**config.mk**
```make
export PLATFORM = sky130hd
export DESIGN_NAME = hadd_carry_resolver
export DESIGN_NICKNAME = d
export VERILOG_FILES = /design/src/rtl/hadd_carry_resolver.sv
export SDC_FILE = /design/constraint.sdc
export NUM_CORES = 1
export LEC_CHECK = 0
export ABC_CLOCK_PERIOD_IN_PS = 3500
export CORE_ASPECT_RATIO = 1.75
export CORE_MARGIN = 5
export CORE_UTILIZATION = 25
export DETAILED_ROUTE_END_ITERATION = 8
export PLACE_DENSITY = 0.43
export SKIP_CTS_REPAIR_TIMING = 1
export SLEW_MARGIN = 40
export SYNTH_ARGS = -nofsm -noshare
export SYNTH_HDL_FRONTEND = slang
export SYNTH_SLANG_ARGS = --single-unit
```
**constraint.sdc**
```tcl
create_clock -name clk -period 3.5 [get_ports clk]
set_clock_uncertainty 0.05 [all_clocks]
set_input_delay 0.7 -clock clk [delete_from_list [all_inputs] [get_ports clk]]
set_output_delay 0.7 -clock clk [all_outputs]
set_load 0.01 [all_outputs]
```
**src/rtl/hadd_carry_resolver.sv**
```systemverilog
// Serial carry resolver for the half-adder datapath.
// Takes one generate/propagate pair per beat, LSB first, ripples the carry
// bit by bit and presents the WIDTH-bit sum plus carry-out through a
// valid/ready handshake. in_last is checked against the fixed frame length.
module hadd_carry_resolver #(
  parameter int WIDTH = 8
) (
  input  logic             clk,
  input  logic             rst_n,
  input  logic             in_valid,
  output logic             in_ready,
  input  logic             in_gen,
  input  logic             in_prop,
  input  logic             in_last,
  output logic             out_valid,
  input  logic             out_ready,
  output logic [WIDTH-1:0] out_sum,
  output logic             out_cout,
  output logic             out_len_err,
  output logic             busy
);

  localparam int CNT_W = $clog2(WIDTH);
  localparam logic [CNT_W-1:0] LAST_IDX = CNT_W'(WIDTH - 1);

  typedef enum logic [1:0] {
    IDLE    = 2'd0,
    COLLECT = 2'd1,
    DONE    = 2'd2
  } state_t;

  state_t           state, state_nx;
  logic [CNT_W-1:0] idx;
  logic             carry;
  logic             err;

  logic             beat;        // beat accepted this cycle
  logic             frame_start; // accepted beat is bit 0 of a new frame
  logic             last_beat;   // accepted beat is bit WIDTH-1

  logic             carry_in;
  logic             sum_bit;
  logic             carry_nx;
  logic             err_nx;
  logic [WIDTH-1:0] sum_nx;

  // State register
  always_ff @(posedge clk) begin
    if (!rst_n) state <= IDLE;
    else        state <= state_nx;
  end

  // Next-state and handshake decode
  always_comb begin
    state_nx    = state;
    in_ready    = 1'b1;
    out_valid   = 1'b0;
    busy        = 1'b0;
    beat        = 1'b0;
    frame_start = 1'b0;
    last_beat   = 1'b0;
    case (state)
      IDLE: begin
        beat = in_valid;
        if (beat) begin
          frame_start = 1'b1;
          state_nx    = COLLECT;
        end
      end
      COLLECT: begin
        busy = 1'b1;
        beat = in_valid;
        if (beat && idx == LAST_IDX) begin
          last_beat = 1'b1;
          state_nx  = DONE;
        end
      end
      DONE: begin
        out_valid = 1'b1;
        in_ready  = out_ready;
        beat      = in_valid & out_ready;
        if (out_ready) begin
          // Zero-bubble: a beat arriving with the handshake opens the next frame
          frame_start = beat;
          state_nx    = beat ? COLLECT : IDLE;
        end
      end
      default: state_nx = IDLE;
    endcase
  end

  // Per-bit carry resolution; a new frame always starts from carry 0 and a clean error flag
  always_comb begin
    carry_in = frame_start ? 1'b0 : carry;
    sum_bit  = in_prop ^ carry_in;
    carry_nx = in_gen | (in_prop & carry_in);
    err_nx   = (frame_start ? 1'b0 : err)
             | (in_last  & (idx != LAST_IDX))
             | (~in_last & (idx == LAST_IDX));
    sum_nx      = frame_start ? '0 : out_sum;
    sum_nx[idx] = sum_bit;
  end

  // Datapath registers: sum assembly, carry, bit index and frame results
  always_ff @(posedge clk) begin
    if (!rst_n) begin
      carry       <= 1'b0;
      idx         <= '0;
      err         <= 1'b0;
      out_sum     <= '0;
      out_cout    <= 1'b0;
      out_len_err <= 1'b0;
    end else if (beat) begin
      carry   <= carry_nx;
      err     <= err_nx;
      out_sum <= sum_nx;
      if (last_beat) begin
        idx         <= '0;
        out_cout    <= carry_nx;
        out_len_err <= err_nx;
      end else begin
        idx <= idx + 1'b1;
      end
    end
  end

endmodule

```
==> impl_metrics.tcl <==
set metrics [dict create \
    combPwrFrac 0.134 \
    cp-endpoint "in_ready" \
    synth_top_cells_by_count "17 x dfxtp_1, 14 x a21oi_1, 12 x nand2_1" \
    max_slew_margin 0.728 \
    powerDensity_nw_per_um2 365 \
    cts_root_buf "clkbuf_8" \
    fmax_mhz 368 \
    dpl-instance-area_um2 1080 \
    vias 793 \
    reg2reg_from "state[1]$_SDFFE_PN0P_" \
    intPower_w 0.000307 \
    floorplan.die_area_um2 4740 \
    dp_hpwl_um 1590 \
    track_usage 0.101 \
    hp-class "flop to flop" \
    crit_path_start_kind "input pin" \
    yosysTopAreaCellShare 0.398 \
    first_iter_violations 21 \
    maxCapViolations 0 \
    core_region_area_um2 3360 \
    syn_nets 112 \
    portBuffers 19 \
    insertedDiodeCount 0 \
    yosysUniqueCellTypes 31 \
    synth_xor_area_frac 0.0102 \
    final_util 0.334 \
    r2r_slack_ns 1.43 \
    synth_top_family_by_area "simple AND/OR/NAND/NOR gates" \
    viasPerCell 4.81 \
    drtPass1Iterations 4 \
    synth-simple-area-share 0.269 \
    routabilityCongestion 0.717 \
    syn_inst 102 \
    clockPowerShare 0.356 \
    clk_latency_ns 0.25 \
    worstSetupStartpoint "out_ready" \
    fin_crit_ns 2.72 \
    die_x_um 54.2 \
    setup_viol 0 \
    final_area_um2 1120 \
    io_pins 20 \
    n_fill_cell 383 \
    cp_max_fo 3 \
    synth_fa_ha_area_frac 0.0439 \
    power.leakage_nw 0.392 \
    routed_wl_um 2030 \
    synth.area.top_cells "dfxtp_1 40%, a21oi_1 8.2%, nand2_1 5.3%, ha_1 4.4%, o32ai_1 4.1%" \
    synthMuxAreaShare 0.0234 \
    synth_edf_count 0 \
    grt_pass1_wl_um 3550 \
    grt_max_degree 15 \
    grt_pass1_vias 806 \
    tightest_slew_ns 0.409 \
    ff2ff_path_depth 6 \
    initial_core_util 0.254 \
    htreeDepth 1 \
    path_class "input pin to output port" \
    syn_area_per_cell_um2 8.39 \
    seq_area_frac_synth 0.398 \
    setup-tns-final_ns 0 \
    grt-ovfl-total 0 \
    critical_path.endpoint_type "output port" \
    cts-buffers-inserted 3 \
    drv_slew 0 \
    ant_nets 0 \
    cts.path.max_buffers 2 \
    synth-seq-cells 17 \
    ir_worst_vdd_mv 0.181 \
    drive_gt1_frac 0.0833 \
    cp.required_ns 2.75 \
    swShare 0.250 \
    rsz0062_at_grt "no" \
    area_delta_synth_final_pct 31.3 \
    power_w 0.000410 \
    synth_compound_area_frac 0.211 \
    drc 0 \
    status "finished clean" \
    cts_sinks 17 \
    r2r-end "out_sum[2]$_SDFFE_PN0P_" \
    synth-main-ff-cell "dfxtp_1" \
    tritoncts "built" \
    synth.most_common_cell "dfxtp_1" \
    fp-row-count 28 \
    wl_per_cell_um 12.3 \
    worstHoldStart "out_sum[7]$_SDFFE_PN0P_" \
    synth_largest_area_cell "dfxtp_1" \
    arrival_ns 1.97 \
    power.switching_w 0.000102 \
    synthesis.area_um2 856 \
    layout.nets 131 \
    antenna_found_initial 0 \
    fin_crit_sh 0.777 \
    clkTransAtPathRegs_ns 0.06 \
    die_y_um 87.4 \
    yosysWarnings 0 \
    seq_power_share 0.510 \
    async_reset_ff_frac 0 \
    hold_viol_final 0 \
]
## through the flow
| step | instances | setup WS, ns | hold slack, ns |
|---|---|---|---|
| 2_1_floorplan | 102 | 1.37 | 0.424 |
| 3_3_place_gp | 161 | 0.651 | 0.407 |
| 3_5_place_dp | 161 | 0.584 | 0.409 |
| 4_1_cts | 165 | 0.767 | 0.421 |
| 5_1_grt | 165 | 0.694 | 0.440 |
| 6_report | 165 | 0.781 | 0.415 |
## critical path, stage by stage
cell and delay (ns):
clkdlybuf4s50_1 0.44, or3_1 0.34, clkdlybuf4s50_1 0.49
## worst min-delay path by stage
stage,to,slack [ns],depth (start not counted)
final,out_sum[7]$_SDFFE_PN0P_,0.42,2
after global placement,out_sum[7]$_SDFFE_PN0P_,0.41,2
after floorplan,carry$_SDFFE_PN0P_,0.42,2
after CTS,out_sum[2]$_SDFFE_PN0P_,0.42,2
after detailed placement,out_sum[7]$_SDFFE_PN0P_,0.41,2
after global routing,out_sum[3]$_SDFFE_PN0P_,0.44,2
## metal layers
| metal | share of wire | track usage | up-vias |
|---|---|---|---|
| met2 | 0.56 | 0.172 | 14 |
| met5 | 0 | 0 | - |
| met1 | 0.39 | 0.112 | 375 |
| li1 | - | - | 402 |
| met4 | 0.012 | 0.0544 | 0 |
| met3 | 0.043 | 0.0189 | 2 |
## final cells by class
type / count / area [µm²] / share of cell area
flip-flops and latches: 17 / 340 / 0.303
multi-input cells: 77 / 477 / 0.424
clock buffers: 4 / 45.0 / 0.0401
repair buffers: 20 / 198 / 0.176
inverters: 2 / 7.51 / 0.00668
well taps: 45 / 56.3 / 0.0501
## placed cells by master (no fill, tap or decap), types with 2 or more instances in the layout
master,n
o22ai_1,4
nor2_1,8
o32ai_1,4
nand3b_1,4
a21oi_1,14
inv_1,2
nand2_1,12
ha_1,3
dfxtp_1,17
a211oi_1,2
clkbuf_8,3
clkdlybuf4s50_1,19
or3_1,2
nor2b_1,3
nand3_1,5
mux2i_1,2
## sequential cells by signal, summed over array words and instances, names as in the netlist
name	flops
idx	3
out_cout	1
out_len_err	1
out_sum	8
carry	1
err	1
state	2
## cell families (layout without fill, tap and decap cells)
group | after synthesis | after routing
xor gates and xnor gates | 1 | 1
buffers and inverters | 8 | 26
and+or+nand+nor | 43 | 43
DFF | 17 | 17
muxes | 2 | 2
adders and majority gates | 3 | 3
AOI/OAI and AO/OA | 28 | 28
## power by group through the flow
| stage | Combinational, W | Clock [W] | Sequential [W] |
|---|---|---|---|
| after CTS | 0.0000558 | 0.000151 | 0.000209 |
| after detailed placement | 0.0000557 | 0 | 0.000213 |
| final | 0.0000550 | 0.000146 | 0.000209 |
| after global placement | 0.0000561 | 0 | 0.000213 |
| after global routing | 0.0000625 | 0.000157 | 0.000210 |
| after floorplan | 0.0000393 | 0 | 0.000209 |
(Power assumes the default switching activity.)
